<file path="src/rtl/interrupt_controller_if.sv">
// Interrupt controller bus: generator/control-unit requests in, PC redirect and status out.
interface interrupt_controller_if;
    localparam int unsigned PC_W    = 10;
    localparam int unsigned SEL_W   = 2;
    localparam int unsigned CAUSE_W = 2;

    logic               int_clk;
    logic               int_halt;
    logic [PC_W-1:0]    save_pc;
    logic               int_enable;
    logic               reti;
    logic [SEL_W-1:0]   pc_sel;
    logic [PC_W-1:0]    next_pc;
    logic               stall;
    logic               int_ack;
    logic               in_service;
    logic [CAUSE_W-1:0] cause;
    logic [PC_W-1:0]    epc;

    // Environment side: raises requests, consumes redirects.
    modport master (
        output int_clk, int_halt, save_pc, int_enable, reti,
        input  pc_sel, next_pc, stall, int_ack, in_service, cause, epc
    );

    // Controller side.
    modport slave (
        input  int_clk, int_halt, save_pc, int_enable, reti,
        output pc_sel, next_pc, stall, int_ack, in_service, cause, epc
    );
endinterface

</file>
<file path="src/rtl/interrupt_controller.sv">
// Two-source (timer/halt) interrupt controller with EPC save/restore.
// Build option: INT_PENDING_QUEUE_EN -- when defined, requests arriving in any
// state are latched and served after RESTORE; otherwise only IDLE latches them.
module interrupt_controller #(
    parameter logic [9:0] TIMER_VECTOR = 10'd1,
    parameter logic [9:0] HALT_VECTOR  = 10'd2
) (
    input logic                   clk,
    input logic                   reset,
    interrupt_controller_if.slave bus
);
    localparam int unsigned PC_W = 10;

    localparam logic [1:0] PC_NORMAL   = 2'b00;
    localparam logic [1:0] PC_VECTOR   = 2'b01;
    localparam logic [1:0] PC_RESTORE  = 2'b10;
    localparam logic [1:0] CAUSE_NONE  = 2'b00;
    localparam logic [1:0] CAUSE_TIMER = 2'b01;
    localparam logic [1:0] CAUSE_HALT  = 2'b10;

    typedef enum logic [2:0] {
        ST_IDLE,
        ST_SAVE,
        ST_VECTOR,
        ST_SERVICE,
        ST_RESTORE
    } state_t;

    state_t            state_q;
    logic              tpend_q, tpend_d;
    logic              hpend_q, hpend_d;
    logic [PC_W-1:0]   epc_q;
    logic [1:0]        cause_q;
    logic [1:0]        pc_sel_q;
    logic [PC_W-1:0]   next_pc_q;
    logic              stall_q;
    logic              int_ack_q;
    logic              in_service_q;
    logic              set_en;

`ifdef INT_PENDING_QUEUE_EN
    assign set_en = 1'b1;
`else
    assign set_en = (state_q == ST_IDLE);
`endif

    // Pending flags: SAVE clears the served flag, a same-edge request re-sets it.
    always_comb begin
        tpend_d = tpend_q;
        hpend_d = hpend_q;
        if (state_q == ST_SAVE) begin
            if (hpend_q) hpend_d = 1'b0;
            else         tpend_d = 1'b0;
        end
        if (set_en && bus.int_clk)  tpend_d = 1'b1;
        if (set_en && bus.int_halt) hpend_d = 1'b1;
    end

    // Sequencer; outputs are registered alongside the state they belong to.
    always_ff @(posedge clk or posedge reset) begin
        if (reset) begin
            state_q      <= ST_IDLE;
            tpend_q      <= 1'b0;
            hpend_q      <= 1'b0;
            epc_q        <= '0;
            cause_q      <= CAUSE_NONE;
            pc_sel_q     <= PC_NORMAL;
            next_pc_q    <= '0;
            stall_q      <= 1'b0;
            int_ack_q    <= 1'b0;
            in_service_q <= 1'b0;
        end else begin
            tpend_q      <= tpend_d;
            hpend_q      <= hpend_d;
            pc_sel_q     <= PC_NORMAL;
            next_pc_q    <= '0;
            stall_q      <= 1'b0;
            int_ack_q    <= 1'b0;
            in_service_q <= 1'b0;
            case (state_q)
                ST_IDLE: begin
                    if ((hpend_q || tpend_q) && bus.int_enable) begin
                        state_q <= ST_SAVE;
                        stall_q <= 1'b1;
                    end
                end
                ST_SAVE: begin
                    state_q   <= ST_VECTOR;
                    epc_q     <= bus.save_pc;
                    cause_q   <= hpend_q ? CAUSE_HALT : CAUSE_TIMER;
                    pc_sel_q  <= PC_VECTOR;
                    next_pc_q <= hpend_q ? HALT_VECTOR : TIMER_VECTOR;
                    int_ack_q <= 1'b1;
                    stall_q   <= 1'b1;
                end
                ST_VECTOR: begin
                    state_q      <= ST_SERVICE;
                    in_service_q <= 1'b1;
                end
                ST_SERVICE: begin
                    in_service_q <= 1'b1;
                    if (bus.reti) begin
                        state_q   <= ST_RESTORE;
                        pc_sel_q  <= PC_RESTORE;
                        next_pc_q <= epc_q;
                        stall_q   <= 1'b1;
                    end
                end
                ST_RESTORE: begin
                    state_q <= ST_IDLE;
                    cause_q <= CAUSE_NONE;
                end
                default: state_q <= ST_IDLE;
            endcase
        end
    end

    assign bus.pc_sel     = pc_sel_q;
    assign bus.next_pc    = next_pc_q;
    assign bus.stall      = stall_q;
    assign bus.int_ack    = int_ack_q;
    assign bus.in_service = in_service_q;
    assign bus.cause      = cause_q;
    assign bus.epc        = epc_q;
endmodule

</file>
<file path="src/flat_wrapper.sv">
// flat-port wrapper written by rule: the top's interface ports become plain ports
module interrupt_controller_flat 
#(
    parameter logic [9:0] TIMER_VECTOR = 10'd1,
    parameter logic [9:0] HALT_VECTOR  = 10'd2
)
  (clk, reset, bus_int_clk, bus_int_halt, bus_save_pc, bus_int_enable, bus_reti, bus_pc_sel, bus_next_pc, bus_stall, bus_int_ack, bus_in_service, bus_cause, bus_epc);
  interrupt_controller_if bus_i ();
  input logic clk;
  input logic reset;
  input wire logic [$bits(bus_i.int_clk)-1:0] bus_int_clk;
  input wire logic [$bits(bus_i.int_halt)-1:0] bus_int_halt;
  input wire logic [$bits(bus_i.save_pc)-1:0] bus_save_pc;
  input wire logic [$bits(bus_i.int_enable)-1:0] bus_int_enable;
  input wire logic [$bits(bus_i.reti)-1:0] bus_reti;
  output wire logic [$bits(bus_i.pc_sel)-1:0] bus_pc_sel;
  output wire logic [$bits(bus_i.next_pc)-1:0] bus_next_pc;
  output wire logic [$bits(bus_i.stall)-1:0] bus_stall;
  output wire logic [$bits(bus_i.int_ack)-1:0] bus_int_ack;
  output wire logic [$bits(bus_i.in_service)-1:0] bus_in_service;
  output wire logic [$bits(bus_i.cause)-1:0] bus_cause;
  output wire logic [$bits(bus_i.epc)-1:0] bus_epc;
  assign bus_i.int_clk = bus_int_clk;
  assign bus_i.int_halt = bus_int_halt;
  assign bus_i.save_pc = bus_save_pc;
  assign bus_i.int_enable = bus_int_enable;
  assign bus_i.reti = bus_reti;
  assign bus_pc_sel = bus_i.pc_sel;
  assign bus_next_pc = bus_i.next_pc;
  assign bus_stall = bus_i.stall;
  assign bus_int_ack = bus_i.int_ack;
  assign bus_in_service = bus_i.in_service;
  assign bus_cause = bus_i.cause;
  assign bus_epc = bus_i.epc;
  interrupt_controller #(.TIMER_VECTOR(TIMER_VECTOR), .HALT_VECTOR(HALT_VECTOR)) u_core (.clk(clk), .reset(reset), .bus(bus_i));
endmodule
</file>
<file path="config.mk">
export PLATFORM = sky130hd
export DESIGN_NAME = interrupt_controller_flat
export DESIGN_NICKNAME = d
export VERILOG_FILES = /design/src/rtl/interrupt_controller_if.sv /design/src/rtl/interrupt_controller.sv /design/src/flat_wrapper.sv
export SDC_FILE = /design/constraint.sdc
export NUM_CORES = 1
export LEC_CHECK = 0
export CAP_MARGIN = 40
export CORE_MARGIN = 1
export CORE_UTILIZATION = 30
export DETAILED_ROUTE_END_ITERATION = 16
export PLACE_DENSITY = 0.57
export SYNTH_ARGS = -nofsm -noshare
export SYNTH_HDL_FRONTEND = slang
export SYNTH_SLANG_ARGS = --single-unit
</file>
<file path="constraint.sdc">
create_clock -name clk -period 1.7 [get_ports clk]
set_clock_uncertainty 0.05 [all_clocks]
set_input_delay 0.34 -clock clk [delete_from_list [all_inputs] [get_ports clk]]
set_output_delay 0.34 -clock clk [all_outputs]
set_load 0.03 [all_outputs]
</file>
# Word level (Yosys, flattened, before mapping)
# Index checks and enable logic that the tools add are counted.
op_classes:
  n_eq_ne: 7
  mux: 20
  n_reduce_logical: 11
ops:
  columns: ["op", "n"]
  rows:
  - ["one-hot mux 10 bit (2 select lines)", 1]
  - ["one-hot mux 3 bit (4 select lines)", 1]
  - ["two-way mux 10 bit", 1]
  - ["two-way mux 1 bit", 9]
  - ["one-hot mux 2 bit (2 select lines)", 2]
  - ["equality test 3 x 2 -> 1 bit (second input constant)", 2]
  - ["two-way mux 2 bit", 3]
  - ["two-way mux 3 bit", 2]
  - ["!= test 2 bit (second input constant)", 3]
  - ["nonzero test 2 bit", 3]
  - ["AND reduction 2 bit", 2]
  - ["equality test 3 x 1 -> 1 bit (second input constant)", 1]
  - ["equality test 3 bit (second input constant)", 1]
  - ["logical AND 1 bit", 3]
  - ["zero test 3 bit", 1]
  - ["one-hot mux 1 bit (3 select lines)", 1]
  - ["OR reduction 2 bit", 1]
  - ["logical OR 1 bit", 1]
word_totals:
  ff_bits: 32
  in_bits: 16
  out_inout_bits: 27
  word_cells: 48

# Longest topological paths before layout
# Gate-level depths: netlist (run 1).
depth:
  word_depth: 4
  ltp_mapped: 3
  mapped_depth_nobuf: 2

# Least setup slack after synthesis (run 1)
# No wires, ideal clock.
synth_timing:
  path_type: "reg-to-reg"
  from: "register u_core.state_q[2]"
  to: "register u_core.epc_q[3] (netlist: u_core.bus.epc[3])"
  setup_time_ns: 0.127
  arrival_time_ns: 1.234
  t_required_ns: 1.523
  path_slack_ns: 0.288
  stages_incl_launch_ff: 4
  path_buffers: 1
  period_less_slack_ns: 1.412
  path_cell_list: "dfrtp_1 > nor3b_4 > buf_6 > mux2_1"
synth_via:
  elab_chain_cells: 1
synth_lines:
  columns: ["item", "line", "text"]
  rows:
  - ["from (decl)", "interrupt_controller.sv:29", "state_t state_q;"]
  - ["from (signal assigned)", "interrupt_controller.sv:62", "state_q <= ST_IDLE;"]
  - ["from (signal assigned)", "interrupt_controller.sv:83", "state_q <= ST_SAVE;"]
  - ["from (signal assigned)", "interrupt_controller.sv:88", "state_q <= ST_VECTOR;"]
  - ["equality test 3 x 1 -> 1 bit", "interrupt_controller.sv:80", "case (state_q)"]
  - ["to (signal assigned)", "interrupt_controller.sv:89", "epc_q <= bus.save_pc;"]
  - ["to (decl)", "interrupt_controller.sv:32", "logic [PC_W-1:0] epc_q;"]
# No other way between the ends.
# A chain may end at the register's enable or synchronous reset.

# Worst setup path after layout (run 1)
layout_timing:
  from: "register u_core.next_pc_q[2] (netlist: u_core.bus.next_pc[2])"
  to: "output bus_next_pc[2]"
layout_rtl:
  columns: ["item", "line", "text"]
  rows:
  - ["from (decl)", "interrupt_controller.sv:35", "logic [PC_W-1:0] next_pc_q;"]
  - ["from (signal assigned)", "interrupt_controller.sv:92", "next_pc_q <= hpend_q ? HALT_VECTOR : TIMER_VECTOR;"]
  - ["from (signal assigned)", "interrupt_controller.sv:105", "next_pc_q <= epc_q;"]
  - ["to (decl)", "flat_wrapper.sv:17", "output wire logic [$bits(bus_i.next_pc)-1:0] bus_next_pc;"]
# No word-level cell between the ends.

==> impl_results.md, run 1 <==
- Top post-synthesis cells by count: dfrtp_1, and2_1, mux2_2
- Worst-Skew Late Latency: 280 ps
- TritonCTS clock tree: built
- Final Util: 47.79%
- Core area: 0.003744 mm^2
- Vias in the first global route: 843
- GP Congestion: 0.6677
- Crit start category: flop
- Worst endpoint data arrival time: ~1300 ps
- Syn nets: 98
- Peak supply drop: 0.6111 mV
- Initial antenna violation count: 0
- Hold_ws: 398.4 ps
- Post-Route WL: 2.335 mm
- RR Endpoint: u_core.bus.epc[9]$_DFFE_PP0N_
- Drt pass-1 iters: 4
- Max stage delay on crit path: 660 ps
- Fin nets: roughly 150
- Post-route insts no fill: 182
- Buf/Inv on CP: 1
- Post-synthesis cell type count: 26
- Critical path required time: 1310 ps
- CTS H-tree lvls: 2
- Crit Path Max Fanout: 1
- Area Growth Syn to Fin: 48.96%
- Setup Viol. Count Final: 0
- Avg Inst Size Synth: 14.65 um^2
- FF-to-FF Start: u_core.state_q[2]$_DFFE_PP0P_
- Worst hold path class: in -> async
- Die W: between 60 and 70 um
- Setup crit end kind: primary output
- Synthesized flop and latch total: 32
- Async set or reset register ratio after synthesis: 100.0%
- Row count: 22
- Pleak: 0.8591 nW
- Post-DRT Antenna Nets: 0
- Gr usage total: 13.01%
- Cells after Synth: 82
- Clock Tree Buf Depth: 2
- Placed insts: 174
- Synthesized area: ~0.0012 mm^2
- Average wire per standard cell: 12.83 um
- ANT cells: 0
- Iter 0 DRT Violations: 45
- CP top delay family: buffers and inverters
- Ys flop type: dfrtp_1
- Final Cycle Share: between 90% and 100%
- Post-CTS Setup Bufs: 0
- Post-DP Area: 0.001704 mm^2
- Pwr Density: 1971 mW/mm^2
- Comb pwr share: 48.2%
- # Max-Cap Violations: 0
- Fmax achieved: 0.6056 GHz
- Die area: approximately 0.0043 mm^2
- Clock net sink count: 32
- Net Sw Frac: 39.31%
- Fin. max-slew vios: 0
- Initial Util: about 32%
- Final Instance Area: about 0.0018 mm^2
- Worst Slack Setup Final: slightly below 50 ps
- CTS Buf Count: 5
- RSZ-0062 raised after global routing: false
- Final Critical Period: 1651 ps
- Synth area leader: dfrtp_1
- Clk slew on worst S/H paths: 60 ps
- Sw power: ~1.4 mW
- Port buffer count: 42
- Tightest Pin Transition: 394.6 ps
- Die Height: 65.28 um
- Total global routing overflow: 0
- Ys Warns: 0
- Area contributors post-synth: dfrtp_1, mux2_2, and2_1, mux2_1, nor3b_1
- EDFF count, synth: 0
- Share of cells above drive strength 1: 17.91%
- Vias after detailed routing: 817
- WS Path Type: reg -> out
- Root buf cell: clkbuf_8
- DR vias/cell: 4.489
- CP Cell Sequence: clkdlybuf4s50_1
- Reg2Reg Setup Slack: 340 ps
- Power share of the clock group: 16.4%
- Overall Power: 3.527 mW
- Most common cell in the synthesized netlist: dfrtp_1
- DR DRC count: 0
- Top-level I/O count: 43
- Count of final hold-check violations: 0
- HPWL Detailed: 1.654 mm
- Setup TNS: 0 ps
- Headroom to the max-slew limit: around 74%
- Largest net degree at the start of global routing: 33
- Sequential power share: 35.5%
- Critical path's slowest cell: clkdlybuf4s50_1
- Status: complete, no violations
- Reg2Reg Depth: 3
- Int Power: 2.141 mW
- Setup WS pre-CTS: between 150 and 200 ps
- Global-route wire length before repair: 4.050 mm
- Seq/Total Area, Yosys: roughly 67%
- Yosys top cell area share: 66.67%
-- worst max-delay path by stage --
| stage | start | endpoint | slack [ps] | cells after the start |
|---|---|---|---|---|
| after floorplan | u_core.state_q[2]$_DFFE_PP0P_ | u_core.bus.epc[3]$_DFFE_PP0N_ | 290 | 3 |
| final | u_core.bus.next_pc[2]$_DFF_PP0_ | bus_next_pc[2] | 50 | 1 |
| after detailed placement | bus_reti | u_core.bus.next_pc[0]$_DFF_PP0_ | 150 | 3 |
| after global routing | u_core.bus.next_pc[4]$_DFF_PP0_ | bus_next_pc[4] | 2 | 1 |
| after global placement | bus_reti | u_core.bus.next_pc[1]$_DFF_PP0_ | 190 | 3 |
| after CTS | u_core.bus.next_pc[9]$_DFF_PP0_ | bus_next_pc[9] | 20 | 1 |
-- layout by cell type (no fill, tap or decap), types with 2 or more instances in the layout --
master	instances
dfrtp_1	32
clkdlybuf4s50_1	27
dlygate4sd2_1	12
and2_1	8
buf_4	7
mux2_2	6
clkbuf_8	6
mux2_1	4
nor3b_1	4
inv_1	3
dlymetal6s2s_1	3
and4b_1	2
a22o_1	2
a221o_1	2
clkinv_2	2
-- power by group through the flow --
stage | Combinational, mW | Sequential, mW | Clock, mW
after detailed placement | 1.82 | 1.28 | 0
after floorplan | 0.586 | 1.78 | 0
after CTS | 1.72 | 1.26 | 0.603
final | 1.70 | 1.25 | 0.578
after global placement | 1.80 | 1.28 | 0
after global routing | 1.82 | 1.30 | 0.638
-- layout make-up --
cell class	count	area (um^2)
Inverter	3	11.26
Multi-Input combinational cell	42	359.1
Tap cell	48	60.06
Fill cell	358	1954
Timing Repair Buffer	49	465.4
Clock inverter	2	10.01
Clock buffer	6	82.58
Sequential cell	32	800.8
-- what timing repair did --
action                                  4_1_cts  5_1_grt
endpoints found under the setup margin       12        3
resized for setup                            12        3
gates cloned                                  0        0
endpoints found under the hold margin         0        0
hold buffers                                  0        0
-- cell families (layout without fill, tap and decap cells) --
kind of cell	Yosys count	in the layout	synth area share, %
mux	10	10	9.374
buf+inv	8	60	3.437
simple gates	19	19	11.98
flops	32	32	66.67
compound gates	13	13	8.543
-- metal layers --
layer  global-route usage (%)  vias up  part of all wire (%)
met5                        0        -                     0
met4                    8.967        0                   1.2
met3                    3.819        2                   6.3
met2                    19.20       28                    47
met1                    16.27      398                    45
li1                         -      389                     -
-- registers in the layout, summed over array words and instances (netlist names) --
name	cells
u_core.bus.cause	2
u_core.bus.epc	10
u_core.bus.in_service	1
u_core.bus.int_ack	1
u_core.bus.next_pc	10
u_core.bus.pc_sel	2
u_core.bus.stall	1
u_core.hpend_q	1
u_core.state_q	3
u_core.tpend_q	1
Power figures use the tool's default switching activity.
==> run 2, diff against run 1 <==
--- a/config.mk
+++ b/config.mk
@@ -9,7 +9,8 @@
 export CORE_MARGIN = 1
 export CORE_UTILIZATION = 30
 export DETAILED_ROUTE_END_ITERATION = 16
-export PLACE_DENSITY = 0.57
+export PLACE_DENSITY = 0.6
+export SLEW_MARGIN = 15
 export SYNTH_ARGS = -nofsm -noshare
 export SYNTH_HDL_FRONTEND = slang
 export SYNTH_SLANG_ARGS = --single-unit
==> constraint.sdc (replaced) <==
create_clock -name clk -period 1.45 [get_ports clk]
set_clock_uncertainty 0.05 [all_clocks]
set_input_delay 0.29 -clock clk [delete_from_list [all_inputs] [get_ports clk]]
set_output_delay 0.29 -clock clk [all_outputs]
set_load 0.03 [all_outputs]
==> impl_results.md, run 2 (synthesis gave the netlist of run 1 again) <==
- Largest net degree at the start of global routing: 33
- Iter 0 DRT Violations: 66
- Crit path from: u_core.bus.epc[9]$_DFFE_PP0N_
- Worst Slack Setup Final: 55.50 ps
- Tightest Pin Transition: between 300 and 400 ps
- Initial Util: 32.09%
- Post-DRT Antenna Nets: 0
- Core area: between 0.003 and 0.004 mm^2
- WS Path Type: reg -> out
- Root buf cell: clkbuf_8
- ANT cells: 0
- Overall Power: between 4 and 5 mW
- Fin. max-slew vios: 0
- Reg2Reg Depth: 3
- Port buffer count: 42
- Setup crit end kind: primary output
- Count of final hold-check violations: 0
- Worst-Skew Late Latency: 280 ps
- Global-route wire length before repair: between 3 and 4 mm
- Peak supply drop: 0.8278 mV
- # Max-Cap Violations: 0
- CTS Buf Count: 5
- Reg2Reg Setup Slack: 90 ps
- Clk slew on worst S/H paths: 70 ps
- Critical path required time: 1110 ps
- Pleak: between 0.8 and 0.9 nW
- Die area: 0.004261 mm^2
- Average wire per standard cell: 13.26 um
- CTS H-tree lvls: 2
- Most frequent cells in the layout: dfrtp_1, dlygate4sd2_1, clkdlybuf4s50_1
- Final Critical Period: roughly 1400 ps
- Total global routing overflow: 0
- Post-CTS Setup Bufs: 0
- Max stage delay on crit path: about 400 ps
- Status: complete, no violations
- Clock Tree Buf Depth: 2
- Final Cycle Share: about 96%
- Final Util: 47.86%
- DR DRC count: 0
- Hold_ws: 306.9 ps
- Pwr Density: around 2300 mW/mm^2
- Fmax achieved: 0.7171 GHz
- Crit start category: flop
- RR Endpoint: u_core.bus.next_pc[9]$_DFF_PP0_
- Critical path's slowest cell: dlygate4sd2_1
- Setup Viol. Count Final: 0
- Die Height: roughly 65 um
- Top-level I/O count: 43
- Die W: about 65 um
- Worst endpoint data arrival time: about 1100 ps
- CP Cell Sequence: dlygate4sd2_1
- Setup WS pre-CTS: -45.77 ps
- Drt pass-1 iters: 4
- Gr usage total: 13.00%
- RSZ-0062 raised after global routing: false
- FF-to-FF Start: u_core.state_q[2]$_DFFE_PP0P_
- TritonCTS clock tree: built
- Setup TNS: 0 ps
- GP Congestion: 0.6867
- HPWL Detailed: 1.685 mm
- Clock net sink count: 32
- Post-Route WL: 2.414 mm
- Worst hold path class: in -> async
- Vias in the first global route: 825
- Commonest non-fill, non-tap cell in the layout: dfrtp_1
- Row count: 22
- Crit Path Max Fanout: 3
- Headroom to the max-slew limit: 76.89%
- Area Growth Syn to Fin: 49.17%
- Vias after detailed routing: a little over 800
- Fin nets: 149
- Hold-fix buffers, CTS: 0
- Share of cells above drive strength 1: between 10% and 20%
- DR vias/cell: 4.527
- Buf/Inv on CP: 1
- CP top delay family: buffers and inverters
- Initial antenna violation count: 0
run 2: cell count changes in the layout (fill, tap and decap cells not counted), sizes merged:
cell and change:
dlymetal6s2s -3, clkdlybuf4s50 -12, clkdlybuf4s15 +3, dlygate4sd2 +12
run 2: layout make-up:
cell class                 instances  area, um^2
sequential                        32       800.8
timing repair buffer              49       467.9
multi-input combinational         42       359.1
inverter                           3       11.26
fill                             347        1952
tap                               48       60.06
clock inverter                     2       10.01
clock buffer                       6       82.58
run 2: worst max-delay path by stage:
stage / endpoint / slack (ps) / depth (start not counted)
floorplan: u_core.bus.epc[3]$_DFFE_PP0N_ / 40 / 3
global placement: u_core.bus.next_pc[0]$_DFF_PP0_ / -10 / 3
detailed placement: u_core.bus.next_pc[9]$_DFF_PP0_ / -50 / 3
CTS: bus_epc[1] / 30 / 1
global route: bus_epc[9] / 1 / 1
finish: bus_epc[9] / 60 / 1
run 2: repair_timing:
action / in CTS / in global routing
pin swaps: 0 / 0
setup endpoints to repair: 27 / 3
resized for setup: 27 / 3
run 2: tightest hold or removal path: stages:
cell             delay, ps
clkdlybuf4s50_1        400
inv_1                  100
buf_12                 210
run 2: where the power goes:
group / internal [mW] / switching (mW) / leakage [nW]
Clock: 0.378 / 0.312 / 0.0510
Sequential: 1.26 / 0.198 / 0.403
Combinational: 0.825 / 1.15 / 0.419
run 2: stage by stage:
step	area, um^2	cells
floorplan	1201	82
global placement	1729	174
detailed placement	1729	174
CTS	1788	182
global route	1792	182
finish	1792	182
run 2: metal layers:
layer | part of all wire (%) | GRT usage (%)
met1 | 44 | 15.12
met4 | 2.3 | 6.522
met5 | 0 | 0
met2 | 46 | 20.36
met3 | 7.7 | 5.556
==> run 3, diff against run 2 <==
--- a/config.mk
+++ b/config.mk
@@ -5,7 +5,6 @@
 export SDC_FILE = /design/constraint.sdc
 export NUM_CORES = 1
 export LEC_CHECK = 0
-export CAP_MARGIN = 40
 export CORE_MARGIN = 1
 export CORE_UTILIZATION = 30
 export DETAILED_ROUTE_END_ITERATION = 16
==> results of run 3 <==
The final DEF is identical to that of run 2; final timing and power are the same.
